<file path="src/rtl/cpu_pkg.sv">
// Shared types and constants for the picoMIPS switch input-conditioning stage.
package cpu_pkg;

    typedef enum logic [1:0] {
        ARMED    = 2'd0,
        OFFER    = 2'd1,
        WAIT_REL = 2'd2
    } sw_state_t;

    localparam int CAP_CNT_W         = 8;
    localparam int DB_CYCLES_DEFAULT = 4;

endpackage

</file>
<file path="src/rtl/sw_debounce.sv">
// Two-flop synchroniser, optional debounce filter (SW_DEBOUNCE_EN) and edge pulses
// for a single switch bit.
module sw_debounce
    import cpu_pkg::*;
#(
    parameter int DB_CYCLES = DB_CYCLES_DEFAULT
) (
    input  logic clk,
    input  logic reset,
    input  logic d_i,
    output logic stable_o,
    output logic rise_o,
    output logic fall_o
);

    logic [1:0] sync_q;
    logic       sw_s;
    logic       level;
    logic       level_dly_q;

    always_ff @(posedge clk) begin
        if (!reset) begin
            sync_q <= 2'b00;
        end else begin
            sync_q <= {sync_q[0], d_i};
        end
    end

    assign sw_s = sync_q[1];

`ifdef SW_DEBOUNCE_EN
    localparam logic [7:0] DB_LAST = 8'(DB_CYCLES - 1);

    logic [7:0] cnt_q, cnt_d;
    logic       level_q, level_d;

    // A new level is accepted only after DB_CYCLES consecutive differing samples.
    always_comb begin
        cnt_d   = '0;
        level_d = level_q;
        if (sw_s != level_q) begin
            if (cnt_q == DB_LAST) begin
                level_d = sw_s;
            end else begin
                cnt_d = cnt_q + 8'd1;
            end
        end
    end

    always_ff @(posedge clk) begin
        if (!reset) begin
            cnt_q   <= '0;
            level_q <= 1'b0;
        end else begin
            cnt_q   <= cnt_d;
            level_q <= level_d;
        end
    end

    assign level = level_q;
`else
    // Without the filter the synchronised level is used as-is; DB_CYCLES has no role.
    logic unused_db;
    assign unused_db = ^8'(DB_CYCLES);
    assign level     = sw_s;
`endif

    always_ff @(posedge clk) begin
        if (!reset) begin
            level_dly_q <= 1'b0;
        end else begin
            level_dly_q <= level;
        end
    end

    assign stable_o = level;
    assign rise_o   = level & ~level_dly_q;
    assign fall_o   = ~level & level_dly_q;

endmodule

</file>
<file path="src/rtl/sw_input_ctrl.sv">
// Switch input conditioning for the picoMIPS core: clean sw8 strobe, sws snapshot
// per press, valid/ready operand offer. Debounce enabled by defining SW_DEBOUNCE_EN.
module sw_input_ctrl
    import cpu_pkg::*;
#(
    parameter int N         = 8,
    parameter int DB_CYCLES = DB_CYCLES_DEFAULT
) (
    input  logic                 clk,
    input  logic                 reset,
    input  logic                 sw8,
    input  logic [N-1:0]         sws,
    input  logic                 ready_i,
    output logic                 valid_o,
    output logic [N-1:0]         data_o,
    output logic                 sw8_clean_o,
    output logic [CAP_CNT_W-1:0] cap_cnt_o
);

    logic                 stable, rise, fall;
    logic [N-1:0]         sws_meta_q, sws_s_q;
    sw_state_t            state_q, state_d;
    logic                 valid_q, valid_d;
    logic [N-1:0]         data_q, data_d;
    logic [CAP_CNT_W-1:0] cnt_q, cnt_d;

    sw_debounce #(.DB_CYCLES(DB_CYCLES)) u_sw8_db (
        .clk      (clk),
        .reset    (reset),
        .d_i      (sw8),
        .stable_o (stable),
        .rise_o   (rise),
        .fall_o   (fall)
    );

    genvar gi;
    generate
        for (gi = 0; gi < N; gi++) begin : g_sws_sync
            always_ff @(posedge clk) begin
                if (!reset) begin
                    sws_meta_q[gi] <= 1'b0;
                    sws_s_q[gi]    <= 1'b0;
                end else begin
                    sws_meta_q[gi] <= sws[gi];
                    sws_s_q[gi]    <= sws_meta_q[gi];
                end
            end
        end
    endgenerate

    // After a transfer, a still-pressed switch must be released before re-arming.
    always_comb begin
        state_d = state_q;
        valid_d = valid_q;
        data_d  = data_q;
        cnt_d   = cnt_q;
        unique case (state_q)
            ARMED: begin
                if (rise) begin
                    data_d  = sws_s_q;
                    valid_d = 1'b1;
                    state_d = OFFER;
                end
            end
            OFFER: begin
                if (ready_i) begin
                    valid_d = 1'b0;
                    cnt_d   = cnt_q + 1'b1;
                    state_d = stable ? WAIT_REL : ARMED;
                end
            end
            WAIT_REL: begin
                if (fall) begin
                    state_d = ARMED;
                end
            end
            default: begin
                state_d = ARMED;
                valid_d = 1'b0;
            end
        endcase
    end

    always_ff @(posedge clk) begin
        if (!reset) begin
            state_q <= ARMED;
            valid_q <= 1'b0;
            data_q  <= '0;
            cnt_q   <= '0;
        end else begin
            state_q <= state_d;
            valid_q <= valid_d;
            data_q  <= data_d;
            cnt_q   <= cnt_d;
        end
    end

    assign valid_o     = valid_q;
    assign data_o      = data_q;
    assign sw8_clean_o = stable;
    assign cap_cnt_o   = cnt_q;

endmodule

</file>
<file path="config.mk">
export PLATFORM = sky130hd
export DESIGN_NAME = sw_input_ctrl
export DESIGN_NICKNAME = d
export VERILOG_FILES = /design/src/rtl/cpu_pkg.sv /design/src/rtl/sw_debounce.sv /design/src/rtl/sw_input_ctrl.sv
export SDC_FILE = /design/constraint.sdc
export NUM_CORES = 1
export LEC_CHECK = 0
export ABC_AREA = 1
export ABC_CLOCK_PERIOD_IN_PS = 1360
export CAP_MARGIN = 10
export CORE_UTILIZATION = 48
export CTS_CLUSTER_DIAMETER = 60
export DETAILED_ROUTE_END_ITERATION = 16
export GPL_TIMING_DRIVEN = 0
export HOLD_SLACK_MARGIN = 0.1
export PLACE_DENSITY = 0.76
export SLEW_MARGIN = 20
export SYNTH_ARGS = -nofsm -noshare
export SYNTH_HDL_FRONTEND = slang
export SYNTH_SLANG_ARGS = --single-unit
</file>
<file path="constraint.sdc">
create_clock -name clk -period 1.36 [get_ports clk]
set_input_delay 0.34 -clock clk [delete_from_list [all_inputs] [get_ports clk]]
set_output_delay 0.34 -clock clk [all_outputs]
set_load 0.05 [all_outputs]
</file>
=== Word-level counts from Yosys, hierarchy flattened ===
Cells that the tools add are included.

* Add/sub/neg operators: 1
* Equality and inequality tests: 5
* Mux-type cells: 8
* Bitwise operators: 5
* Reduce and logical (&&, ||, !) cells: 5

{| class="wikitable"
|+ Operator list
! cell !! number
|-
| 8-bit by 1-bit adder with 8-bit output (second input constant) || 1
|-
| 2-bit two-way mux || 4
|-
| 2-bit != test (second input constant) || 3
|-
| 2-bit case mux with 3 select lines || 1
|-
| 3-bit AND reduction || 2
|-
| 2-bit AND reduction || 2
|-
| 1-bit NOT || 3
|-
| 1-bit case mux with 3 select lines || 1
|-
| 1-bit bitwise AND || 2
|-
| 2-bit by 1-bit == test with 1-bit output (second input constant) || 1
|-
| 2-bit == test (second input constant) || 1
|-
| 2-bit zero test || 1
|-
| 1-bit two-way mux || 2
|}

* Register bits after elaboration: 38
* Bits of input ports: 12
* Output and inout port bits: 18
* Logic and storage cells: 46

=== Longest topological paths before layout ===
Gate-level depths: netlist (run 1).

* Word-level depth: 4
* Mapped depth: 6
* Depth with buffers taken out: 6

=== Hierarchy ===
Synthesis (run 1) repeated with hierarchy kept, for this count alone.

* Cells, all modules: 169
* Area, all modules: 1348.8 sq um

{| class="wikitable"
|+ By module, submodules not included
! module !! times used !! cells each !! area an instance (sq um) !! seq. area each (sq um)
|-
| sw_input_ctrl || 1 || 156 || 1248.7 || 700.7
|-
| sw_debounce || 1 || 13 || 100.1 || 60.1
|}

=== Worst setup path after synthesis (run 1) ===
OpenSTA, ideal clock, no wires.

* Path kind: register to register
* From: register cnt_q[0] (netlist: cap_cnt_o[0])
* To: register cnt_q[6] (netlist: cap_cnt_o[6])
* Library setup time: 0.115 ns
* Arrival: 1.385 ns
* Data required time: 1.245 ns
* Setup slack: -0.140 ns
* Cell stages (with the launch flop): 7
* Path buffers: 0
* Clock period less this slack: 1.500 ns
* Cell sequence: dfxtp_1 > ha_1 > nand3_1 > nor2_4 > nand3_1 > nand2_1 > nor2_1

* Word-level cells in the longest chain between the ends: 1

{| class="wikitable"
|+ Ends and longest elaborated chain
! item !! RTL line !! text
|-
| start, declared || sw_input_ctrl.sv:25 || <nowiki>logic [CAP_CNT_W-1:0] cnt_q, cnt_d;</nowiki>
|-
| start signal, assigned || sw_input_ctrl.sv:94 || <nowiki>cnt_q <= cnt_d;</nowiki>
|-
| 8-bit by 1-bit adder with 8-bit output || sw_input_ctrl.sv:68 || <nowiki>cnt_d = cnt_q + 1'b1;</nowiki>
|}

No other way between the ends.
A chain may end at the register's enable or synchronous reset.

=== Worst setup path in the final report (run 1) ===
* From: register data_q[7] (netlist: data_o[7])
* To: output port data_o[7]

{| class="wikitable"
|+ RTL lines
! item !! RTL line !! text
|-
| start, declared || sw_input_ctrl.sv:24 || <nowiki>logic [N-1:0] data_q, data_d;</nowiki>
|-
| start signal, assigned || sw_input_ctrl.sv:93 || <nowiki>data_q <= data_d;</nowiki>
|-
| end, declared || sw_input_ctrl.sv:15 || <nowiki>output logic [N-1:0] data_o,</nowiki>
|}

No word-level cell between the ends.

==> results.ini, run 1 <==
[run_status]
outcome=finished, final reports clean

[cts]
post-cts-setup-buffers=0
ctsHoldBuffers=0
htree_levels=2
clk_pin_slew_ns=0.11
cts_buffers=5
cts_num_sinks=38
insertion_delay_ns=0.33
cts_tree=yes
cts_buffer_depth=2
root_buffer=clkbuf_4

[synthesis]
synth_xor_area_share_pct=0.643
avgSynthCellArea_um2=8.16
synth_top_family_by_area=simple AND/OR/NAND/NOR gates
synth_nets=180
netlist_area_um2=1360
synth_seq_cells=38
syn_inst=167
ys_types=24
synth_compound_area_share_pct=7.16
synth.yosys.seq_area_share_pct=55.8
yosysWarnings=0
synthAdderAreaFrac_pct=0.918
synthSimpleGateAreaFrac_pct=25.3
synthMuxAreaShare_pct=0

[worst_setup_path]
crit_slowest_cell=dfxtp_1
critical_path.top_delay_family=flip-flops
cpPeakStageDelay_ns=0.36
endpoint_kind=output port
start_kind=register
critPathBufInv=1
cp.required_ns=1.02
criticalPathCategory=register to output port
path_cells=buf_2
crit_fanout=2
cp.arrival_ns=0.96

[power]
peakVddDrop_mv=0.734
power_density_nw_per_um2=1170
finalPower_mw=1.96
leakage_nw=0.878

[sta]
fmax_ghz=0.768
fin_crit_sh_pct=95.8
clock_skew_ns=0.00861
drv_slew=0
min_period_ns=1.30
finalHoldViolCount=0
rsz0062_at_grt=false
slew_headroom_pct=79.9
tightest_slew_ns=0.301
setup-violations-final=0

[die]
die_w_um=55.3
num_io_pins=30
start_util_pct=52.6
die_h_um=55.3
core_um2=2590
num_rows=18
die_area_um2=3060

[global_routing]
grt_max_degree=12
antenna_found_initial=0
grt_usage_pct=16.9
first_global_vias=999
grt_pass1_wl_um=4040
grt-ovfl-total=0

[final_layout]
post-route-util_pct=64.8
nNetsFinal=215
final_layout_size_suffix_gt1_share_pct=21.2
seq_area_um2=768
final_design_area_no_fill_um2=1680
diodes=0
mostFrequentLayoutCell=nand2_1
area_delta_synth_final_pct=23.1
multi_input_area_um2=463
fillers=228
layout_common_cells=nand2_1, dfxtp_1, inv_1

[job]
drv_cap=0

[routing]
via_count=1062
ant_nets=0
via_per_inst=4.56
drtIter0Drc=19
drc=0
routed_wirelength_um=2250
drtPass1Iterations=4
wire_per_inst_um=9.66

[place]
dp_hpwl_um=1660
gp_congestion=0.781
io_buffers=28
placed_area_um2=1680

[hold_path]
hp-class=primary input to register

per-layer routing:
layer	global-route usage [%]	vias to the layer above	routed length, um
li1	-	570	-
met1	18.0	467	974
met2	28.9	23	1150
met3	7.03	2	111
met4	7.86	0	15
met5	0	-	0
final timing paths:
kind	from	to	slack (ns)	cells past startpoint
worst max-delay path	data_o[7]	data_o[7]	0.06	1
worst min-delay path	reset	u_sw8_db.level_dly_q	0.35	3
worst max register to register	cap_cnt_o[0]	cap_cnt_o[6]	0.25	6
worst min register to register	sws_meta_q[4]	sws_s_q[4]	0.42	2
per-stage QoR:
step | hold WS (ns) | std cells | worst slack (ns) | setup TNS [ns]
after floorplan | 0.390 | 167 | 0.00651 | 0
after global placement | 0.396 | 225 | -0.214 | -2.78
after detailed placement | 0.399 | 225 | -0.237 | -3.05
after CTS | 0.339 | 233 | 0.00115 | 0
after global routing | 0.340 | 233 | 0.00815 | 0
final | 0.352 | 233 | 0.0578 | 0
what timing repair did:
| item | 4_1_cts | 5_1_grt |
|---|---|---|
| setup endpoints to repair | 18 | 6 |
| endpoints found under the hold margin | 0 | 0 |
| resized for setup | 95 | 7 |
flip-flops by register name (all words and copies together) (netlist names):
register              cells
u_sw8_db.sync_q           2
cap_cnt_o                 8
sws_s_q                   8
sws_meta_q                8
valid_o                   1
state_q                   2
u_sw8_db.level_dly_q      1
data_o                    8
cell families (layout without fill, tap and decap cells):
| kind of cell | Yosys count | in the layout |
|---|---|---|
| and+or+nand+nor | 74 | 74 |
| DFF | 38 | 38 |
| xor gates and xnor gates | 1 | 1 |
| adders and majority gates | 1 | 1 |
| buffers and inverters | 35 | 71 |
| AOI/OAI and AO/OA | 18 | 18 |
Yosys cell counts:
cell type / number / area, um2
a21oi_1: 5 / 25.0
a21oi_2: 1 / 8.76
buf_2: 3 / 15.0
buf_4: 1 / 7.51
clkbuf_1: 1 / 3.75
dfxtp_1: 38 / 761
ha_1: 1 / 12.5
inv_1: 29 / 109
inv_2: 1 / 3.75
nand2_1: 34 / 128
nand3_1: 8 / 40.0
nand3_2: 1 / 10.0
nand3_4: 1 / 17.5
nor2_1: 25 / 93.8
nor2_2: 1 / 6.26
nor2_4: 1 / 11.3
nor2_8: 1 / 20.0
nor3_1: 1 / 5.00
nor3b_2: 1 / 12.5
o21ai_0: 1 / 5.00
o21ai_1: 9 / 45.0
o21bai_1: 1 / 7.51
o22ai_1: 1 / 6.26
xor2_1: 1 / 8.76
final cells by class:
type / count / share of cell area (%)
sequential: 38 / 45.8
tap: 30 / 2.24
clock inverter: 1 / 0.298
buffer: 5 / 1.57
clock buffer: 7 / 3.28
multi-input combinational: 94 / 27.6
inverter: 30 / 6.71
timing repair buffer: 28 / 12.5
tightest hold or removal path, delay by kind of cell:
family	cells	cell delay, ns
buffers and inverters	2	0.20
AND/OR/NAND/NOR	1	0.11
where the power goes:
group          total, mW  internal, mW  switching (mW)
combinational      0.195        0.0712           0.124
sequential          1.17          1.16          0.0185
clock              0.594         0.251           0.343
Power figures use the tool's default switching activity.
==> inputs of run 2 (changes only) <==
==> constraint.sdc (replaced) <==
create_clock -name clk -period 1.36 [get_ports clk]
set_input_delay 0.272 -clock clk [delete_from_list [all_inputs] [get_ports clk]]
set_output_delay 0.272 -clock clk [all_outputs]
set_load 0.05 [all_outputs]
==> run 2 against run 1 <==
Net effect: core utilization shrank 0.58 points; routed wire length grew 0.49%; sequential power is essentially flat; sequential share of layout area grew 0.26 points; clock skew shrank 0.0041 ns; global-route usage grew 0.15 points; setup slack lost 0.0030 ns; non-clock buffer count is the same; fmax shrank 0.23%.
==> results.ini, run 2 (synthesized netlist as in run 1, its figures left out) <==
[job]
drv_cap=0  ; unchanged

[place]
io_buffers=28  ; unchanged
gp_congestion=0.781  ; unchanged
dp_hpwl_um=1660  ; unchanged
post-place-ws_ns=-0.169  ; was -0.237 ns

[worst_setup_path]
critPathBufInv=1  ; unchanged
endpoint_kind=output port  ; unchanged
cp.required_ns=1.09  ; was 1.02 ns
crit_fanout=5  ; was 2
critical_path.top_delay_family=flip-flops  ; unchanged
start_kind=register  ; unchanged
cp.arrival_ns=1.03  ; was 0.96 ns
cpPeakStageDelay_ns=0.43  ; was 0.36 ns
path_cells=clkbuf_4  ; was buf_2
criticalPathCategory=register to output port  ; unchanged
crit_slowest_cell=dfxtp_1  ; unchanged

[cts]
root_buffer=clkbuf_4  ; unchanged
cts_buffers=5  ; unchanged
htree_levels=2  ; unchanged
post-cts-setup-buffers=0  ; unchanged
insertion_delay_ns=0.33  ; about the same
cts_num_sinks=38  ; unchanged
ctsHoldBuffers=0  ; unchanged
clk_pin_slew_ns=0.10  ; was 0.11 ns
cts_buffer_depth=2  ; unchanged
cts_tree=yes  ; unchanged

[sta]
finalHoldViolCount=0  ; unchanged
slew_headroom_pct=80.2  ; was 79.9%
rsz0062_at_grt=false  ; unchanged
setup-violations-final=0  ; unchanged
drv_slew=0  ; unchanged
clock_skew_ns=0.00453  ; was 0.00861 ns
setup_tns_ns=0  ; unchanged
min_period_ns=1.31  ; was 1.30 ns
fmax_ghz=0.766  ; was 0.768 GHz
setup_slack_ns=0.0548  ; was 0.0578 ns
fin_crit_sh_pct=96.0  ; was 95.8%
tightest_slew_ns=0.297  ; was 0.301 ns

[die]
die_area_um2=3060  ; unchanged
num_rows=18  ; unchanged
die_h_um=55.3  ; unchanged
core_um2=2590  ; unchanged
num_io_pins=30  ; unchanged
start_util_pct=52.6  ; unchanged
die_w_um=55.3  ; unchanged

[routing]
via_per_inst=4.55  ; was 4.56
via_count=1060  ; was 1062
drtPass1Iterations=4  ; unchanged
drc=0  ; unchanged
drtIter0Drc=14  ; was 19
routed_wirelength_um=2260  ; was 2250 um
wire_per_inst_um=9.70  ; was 9.66 um
ant_nets=0  ; unchanged

[power]
p_seq_share_pct=60.0  ; was 59.8%
power_density_nw_per_um2=1180  ; was 1170 nW/um2
combinationalPowerShare_pct=9.9  ; was 10.0%
switching_power_uw=481  ; was 486 uW
peakVddDrop_mv=0.729  ; was 0.734 mV
finalPower_mw=1.96  ; about the same
intPower_mw=1.48  ; about the same
p_sw_share_pct=24.6  ; was 24.8%
leakage_nw=0.878  ; about the same
clkPwrFrac_pct=30.1  ; was 30.3%

[final_layout]
seq_area_um2=766  ; was 768 um2
fillers=234  ; was 228
final_layout_size_suffix_gt1_share_pct=20.2  ; was 21.2%
nNetsFinal=215  ; unchanged
layout_common_cells=nand2_1, dfxtp_1, inv_1  ; unchanged
multi_input_area_um2=463  ; unchanged
area_delta_synth_final_pct=22.0  ; was 23.1%
diodes=0  ; unchanged

[global_routing]
grt-ovfl-total=0  ; unchanged
grt_pass1_wl_um=4080  ; was 4040 um
first_global_vias=1015  ; was 999
grt_usage_pct=17.0  ; was 16.9%
grt_max_degree=12  ; unchanged
antenna_found_initial=0  ; unchanged

[hold_path]
hp-class=primary input to register  ; unchanged

[run_status]
outcome=finished, final reports clean  ; unchanged

-- run 2: power groups by stage --
stage          Clock, mW  Combinational [mW]  Sequential [mW]
5_1_grt            0.675               0.217             1.18
3_5_place_dp           0               0.211             1.20
6_report           0.589               0.195             1.17
3_3_place_gp           0               0.206             1.20
4_1_cts            0.620               0.205             1.17
2_1_floorplan          0              0.0767             1.25
-- run 2: area by class of cell --
cell class              instances  area share [%]
clock buffers                   7            3.31
clock inverters                 1           0.301
multi-input cells              94            27.8
plain buffers                   5            1.58
inverters                      30            6.77
well taps                      30            2.26
flip-flops and latches         38            46.0
repair buffers                 28            11.9
-- run 2: path summary, 6_finish.rpt --
check	endpoint	slack, ns	depth (start not counted)	startpoint
setup / recovery	sw8_clean_o	0.05	1	u_sw8_db.sync_q[1]
hold / removal	u_sw8_db.level_dly_q	0.29	3	reset
setup reg to reg	data_o[1]	0.24	5	state_q[0]
hold reg to reg	sws_s_q[4]	0.42	2	sws_meta_q[4]
-- run 2: timing repair --
action                                  4_1_cts  5_1_grt
gates resized for setup                      69       25
endpoints found under the setup margin       18       15
hold endpoints to repair                      0        0
-- run 2: through the flow --
stage | std cells | cell area [um2] | hold WS, ns | utilization, %
finish | 233 | 1660 | 0.286 | 64.2
detailed placement | 225 | 1680 | 0.399 | 65.0
global route | 233 | 1660 | 0.275 | 64.2
CTS | 233 | 1730 | 0.270 | 66.8
global placement | 225 | 1680 | 0.396 | 65.0
floorplan | 167 | 1370 | 0.365 | -
-- run 2: metal layers --
metal	part of all wire, %	track usage [%]	vias to the layer above	routed length, um
met1	44	17.8	469	985
li1	-	-	570	-
met5	0	0	-	0
met3	4.5	7.03	2	101
met2	51	29.6	19	1160
met4	0.66	7.86	0	15
==> inputs of run 3 (changes only) <==
- ABC_AREA: 1 -> default
- PLACE_DENSITY: 0.76 -> 0.85
==> run 3 against run 2 <==
Net effect: non-clock buffer count is 3 higher; flip-flop and latch count stayed put; power is 4.2% higher; critical path depth stayed put; area after synthesis is 0.37% higher; routed wire length is 15% higher; core utilization is 3.1 points higher; die area is 0.34% higher; critical path type unchanged; largest cell class unchanged; largest power group unchanged.
==> results.ini, run 3 <==
[synthesis]
synth_nets=148  ; was 180
synth.yosys.seq_area_share_pct=55.6  ; was 55.8%
synth_area_leader_cell=dfxtp_1  ; unchanged
yosysWarnings=0  ; unchanged
async_reset_ff_share_pct=0  ; unchanged
synth_seq_cells=38  ; unchanged
netlist_area_um2=1370  ; was 1360 um2
ys_types=32  ; was 24
synthTopCellsByCount=dfxtp_1, and2_1, nand2_1  ; was dfxtp_1, nand2_1, inv_1
yosysMostFrequentCell=dfxtp_1  ; unchanged
avgSynthCellArea_um2=10.1  ; was 8.16 um2
syn_inst=135  ; was 167
synth-main-ff-cell=dfxtp_1  ; unchanged
synth_top_area_share_pct=55.6  ; was 55.8%
synth.area.top_cells=dfxtp_1, and2_1, a21boi_0  ; was dfxtp_1, nand2_1, inv_1
synth_edf_count=0  ; unchanged

[routing]
drtIter0Drc=20  ; was 14
wire_per_inst_um=12.9  ; was 9.70 um
wl_met2_um=1330  ; was 1160 um
wl_met3_um=118  ; was 101 um
via_count=1004  ; was 1060
ant_nets=0  ; unchanged
m1WireLength_um=1090  ; was 985 um
drc=0  ; unchanged
highest_layer=met4  ; unchanged
drtPass1Iterations=3  ; was 4
via_per_inst=4.97  ; was 4.55
routed_wirelength_um=2600  ; was 2260 um

[global_routing]
first_global_vias=1047  ; was 1015
grt_usage_pct=19.0  ; was 17.0%
grt_pass1_wl_um=4450  ; was 4080 um
antenna_found_initial=0  ; unchanged
grt-ovfl-total=0  ; unchanged
grt_max_degree=13  ; was 12

[cts]
clk_pin_slew_ns=0.11  ; was 0.10 ns
cts_num_sinks=38  ; unchanged
ctsHoldBuffers=0  ; unchanged
cts_buffer_depth=2  ; unchanged
cts_buffers=5  ; unchanged
htree_levels=2  ; unchanged
insertion_delay_ns=0.35  ; was 0.33 ns
cts_tree=yes  ; unchanged
root_buffer=clkbuf_4  ; unchanged

[power]
peakVddDrop_mv=1.36  ; was 0.729 mV
leakage_nw=0.721  ; was 0.878 nW
finalPower_mw=2.04  ; was 1.96 mW
power_density_nw_per_um2=1170  ; was 1180 nW/um2

[place]
placed_area_um2=1710  ; was 1680 um2
io_buffers=29  ; was 28
gp_congestion=0.709  ; was 0.781
dp_hpwl_um=1790  ; was 1660 um

[worst_setup_path]
crit_slowest_cell=dfxtp_2  ; was dfxtp_1
critPathBufInv=1  ; unchanged
criticalPathCategory=register to output port  ; unchanged
cp.required_ns=1.09  ; about the same
r2r-end=data_o[1]  ; unchanged
critical_path.top_delay_family=flip-flops  ; unchanged
crit_fanout=6  ; was 5
cp.arrival_ns=1.04  ; was 1.03 ns
ff2ff_setup_slack_ns=0.07  ; was 0.24 ns
start_kind=register  ; unchanged
reg2reg_depth=3  ; was 5
r2r_start=state_q[0]  ; unchanged
cpPeakStageDelay_ns=0.40  ; was 0.43 ns
endpoint_kind=output port  ; unchanged
path_cells=buf_2  ; was clkbuf_4

[hold_path]
min_from=ready_i  ; was reset
hp-class=primary input to register  ; unchanged
min_path_cells=4  ; was 3
hold_path_end=valid_o  ; was u_sw8_db.level_dly_q

[final_layout]
area_delta_synth_final_pct=27.4  ; was 22.0%
nNetsFinal=184  ; was 215
mostFrequentLayoutCell=dfxtp_1
layout_common_cells=dfxtp_1, and2_1, nand2_1  ; was nand2_1, dfxtp_1, inv_1
final_layout_size_suffix_gt1_share_pct=25.6  ; was 20.2%
diodes=0  ; unchanged
final_design_area_no_fill_um2=1740  ; was 1660 um2

[sta]
min_period_ns=1.31  ; about the same
tightest_slew_ns=0.468  ; was 0.297 ns
fmax_ghz=0.765  ; was 0.766 GHz
drv_slew=0  ; unchanged
setup-violations-final=0  ; unchanged
setup_tns_ns=0  ; unchanged
clock_skew_ns=0.00751  ; was 0.00453 ns
finalHoldViolCount=0  ; unchanged
rsz0062_at_grt=true  ; was false
slew_headroom_pct=68.6  ; was 80.2%
fin_crit_sh_pct=96.2  ; was 96.0%

[die]
die_area_um2=3070  ; was 3060 um2
start_util_pct=52.8  ; was 52.6%
die_h_um=55.4  ; was 55.3 um
die_w_um=55.4  ; was 55.3 um
core_um2=2590  ; unchanged
num_io_pins=30  ; unchanged
num_rows=18  ; unchanged

[job]
drv_cap=0  ; unchanged

[run_status]
outcome=finished, final reports clean  ; unchanged

-- run 3: cell type report --
type	instances	area [um2]
Sequential cell	38	785
Multi-Input combinational cell	85	583
Timing Repair Buffer	32	225
Clock buffer	5	37.5
Buffer	4	16.3
Tap cell	30	37.5
Clock inverter	3	40.0
Inverter	5	18.8
Fill cell	205	847
-- run 3: worst reg2reg max path, cell delays in order (launching register included) --
cell      delay [ns]
dfxtp_4         0.40
or4b_4          0.61
nand2_1         0.10
a21boi_1        0.07
-- run 3: logic make-up after synthesis --
family                   Yosys count  synth area share [%]
adder cells (fa/ha/maj)            1                 0.915
AND/OR/NAND/NOR                   60                  26.0
XOR/XNOR                           2                  1.28
AO/OA/AOI/OAI                     20                  10.7
buffers and inverters             12                  4.03
multiplexers                       2                  1.46
flip-flops                        38                  55.6
-- run 3: report_power, final --
part	internal (mW)	switching, mW
sequential	1.14	0.0172
clock	0.380	0.365
combinational	0.0683	0.0702
-- run 3: how the worst max path moves through the flow --
stage	startpoint	to	slack (ns)	cells past startpoint
global route	cap_cnt_o[0]	cap_cnt_o[6]	-0.004	4
global placement	ready_i	cap_cnt_o[5]	-0.36	4
floorplan	state_q[0]	data_o[0]	0.02	5
detailed placement	ready_i	cap_cnt_o[5]	-0.38	4
finish	cap_cnt_o[2]	cap_cnt_o[2]	0.05	1
CTS	data_o[4]	data_o[4]	0.0005	1
-- run 3: per-layer routing --
layer  GRT usage, %  vias up
li1               -      517
met1           19.9      464
met2           31.8       18
met3           8.67        5
met4           9.64        0
met5              0        -
-- run 3: what timing repair did --
action	CTS	global route
cloned	0	0
endpoints found under the setup margin	28	41
resized for setup	81	25
buffers inserted	2	1
pin swaps	0	3
-- run 3: per-stage QoR --
step                hold slack (ns)  util (%)  setup slack, ns  std cells
finish                        0.352      67.3           0.0520        202
global route                  0.370      67.3         -0.00366        202
CTS                           0.446      69.2         0.000550        203
detailed placement            0.418      66.1           -0.376        194
global placement              0.414      66.1           -0.360        194
floorplan                     0.394         -           0.0209        135
==> patch, RTL diff (config.mk and constraints of run 3) <==
Add a define of `SW_DEBOUNCE_EN`.
--- a/src/rtl/sw_debounce.sv
+++ b/src/rtl/sw_debounce.sv
@@ -2,2 +2,4 @@
 // for a single switch bit.
+`define SW_DEBOUNCE_EN
+
 module sw_debounce
Check against the original RTL: not equivalent (Yosys sat finds a counterexample within 4 cycles, from zero or initial values and one cycle with reset low).
==> patch against run 3 <==
  * The flow now finishes with violations (negative setup slack)
  * Total power increased by 3.2%
  * Clock skew down 0.0017 ns
  * Via count up 28%
  * Non-clock buffer count up 6
  * Area after synthesis is 22% higher
  * Count of clock-buffer cells in the layout increased by 1
  * Sequential cell count up 9
  * Fmax down 7.2%
  * Routed wire length up 24%
  * Final area increased by 23%
  * Synthesized cell count is 29% higher
  * Critical path depth increased by 2
  * Core utilization increased by 0.068 points
  * Worst setup slack got worse by 0.10 ns
  * Critical path type is now reg2reg
==> patch: results (changes against run 3) <==
STA
  • Clock skew: 0.00582 ns (-0.00169 ns)
  • Setup violations, final: 5 (+5)
  • Worst Max-Slew Pin Slew: 0.330 ns (-0.139 ns)
  • Post-route setup slack: -0.0496 ns (-0.102 ns)

Logic synthesis
  • Syn Area/Cell: 9.55 um2 (-5.7%)
  • Post-synthesis cell type count: 32 (unchanged)
  • Synth Net Count: 188 (+27%)
  • Top cells by area, synth: dfxtp_1 57%, and2_1 7.2%, a21oi_1 5.4%, nand2_1 5.0%, nor2_1 2.3%
  • Yosys warnings: 0 (unchanged)
  • Ys async rst share: 0 (unchanged)
  • Top FF cell, synth: dfxtp_1
  • Post-synthesis sequential area ratio: 0.566 (+0.0100)
  • Synth cell count leaders: 47 x dfxtp_1, 22 x nand2_1, 19 x and2_1, 18 x a21oi_1, 10 x nor2_1

Placed design
  • Gpl congestion: 0.737 (+4.0%)
  • Placed insts: 247 (+27%)
  • Placed wire-length estimate: 1990 um (+11%)
  • Setup WS pre-CTS: -0.449 ns (-0.0726 ns)
  • Count of buffers from port buffering: 29 (unchanged)

Power and ir drop
  • Max rail drop VDD: 0.748 mV (-45%)
  • Leakage power: 0.855 nW (+19%)

Drt
  • Vias per std cell: 4.90 (-1.3%)
  • Drt total wl: 3230 um (+24%)
  • Initial DRC Count: 57 (+190%)
  • DR vias: 1290 (+28%)
  • Pre-antenna DRT Iters: 4 (+1)

Worst hold path
  • Hold WC Path Type: in2reg

Critical path
  • Arrival @ worst endpoint: 1.70 ns (+0.66 ns)
  • Crit path max-delay cell type: or4_4
  • Slowest Stage Delay on Critical Path: 0.54 ns (+0.14 ns)
  • CP Max Fanout: 3 (-3)

Layout
  • Nets: 232 (+26%)
  • FILL cells: 256 (+25%)
  • N_diodes: 0 (unchanged)
  • Share of layout cells above drive strength 1: 0.283 (+0.0273)

Clock network
  • Clk root buf: clkbuf_4
  • Reg clk slew, reported paths: 0.12 ns
  • Clk_lat worst skew: 0.36 ns
  • Clock Path Buffers: 2 (unchanged)
  • Inserted Clock Buffers: 5 (unchanged)
  • Htree depth: 2 (unchanged)

GRT
  • First-pass GRT wire length: 4950 um (+11%)
  • Grt total ovfl: 0 (unchanged)
  • Vias in the first global route: 1095 (+4.6%)
  • GRT Total Usage: 0.186 (-0.00415)
  • Initial antenna violation count: 0 (unchanged)
  • Pin count of the biggest net entering global routing: 15 (+2)

Run status
  • Outcome: finished, violations left
  • Violations in the final reports: negative setup slack
patch: changes by cell type after synthesis, sizes merged, moves of 4 or more:
cell,before,now
a21boi,12,0
a21oi,1,18
dfxtp,38,47
nor2,1,10
o21ai,2,7
or3,2,6
xor2,0,4
patch: cell families after synthesis:
kind of cell	synth area share
compound gates	0.0949
xor+xnor	0.0316
buf+inv	0.0301
flops	0.566
simple gates	0.250
fa+ha+maj	0.0151
mux	0.0120
patch: metal layers:
layer | up-vias | track usage | part of all wire
met5 | - | 0 | 0
met4 | 0 | 0.0714 | 0.014
met3 | 6 | 0.0597 | 0.035
met2 | 24 | 0.289 | 0.48
met1 | 588 | 0.241 | 0.47
li1 | 672 | - | -
patch: critical path: cells and delay by family, from the launching register on:
family	cells	cell delay, ns
flops	1	0.35
simple gates	2	0.89
compound gates	1	0.11
patch: layout make-up:
cell class / instances / area share
inverter: 8 / 0.0152
multi-input combinational: 114 / 0.341
timing repair buffer: 38 / 0.129
clock buffer: 6 / 0.0193
sequential: 47 / 0.452
tap: 44 / 0.0257
buffer: 4 / 0.0129
clock inverter: 2 / 0.00526
patch: path summary, 6_finish.rpt:
check	cells after the start	end	startpoint	slack [ns]
max	3	u_sw8_db.stable_o	u_sw8_db.cnt_q[4]	-0.05
min	4	state_q[0]	ready_i	0.40
max reg2reg	3	u_sw8_db.stable_o	u_sw8_db.cnt_q[4]	-0.05
min reg2reg	2	data_o[0]	sws_s_q[0]	0.44
patch: power by group:
part | total [mW] | switching [mW] | internal, mW
registers | 1.40 | 0.00631 | 1.39
logic | 0.0804 | 0.0343 | 0.0460
clock network | 0.624 | 0.422 | 0.202
patch: through the flow:
stage	area [um2]	power, mW	setup TNS [ns]	util
CTS	2070	2.13	-0.186	0.650
detailed placement	2030	1.51	-8.90	0.638
global route	2140	2.21	-0.313	0.674
global placement	2030	1.51	-8.20	0.638
floorplan	1680	1.47	-0.0151	-
finish	2140	2.10	-0.142	0.674
patch: timing repair:
item,CTS,global route
pin swaps,5,5
endpoints found under the setup margin,36,22
gates resized for setup,102,15
gates cloned,0,0
hold buffers,0,0
buffers inserted,4,5
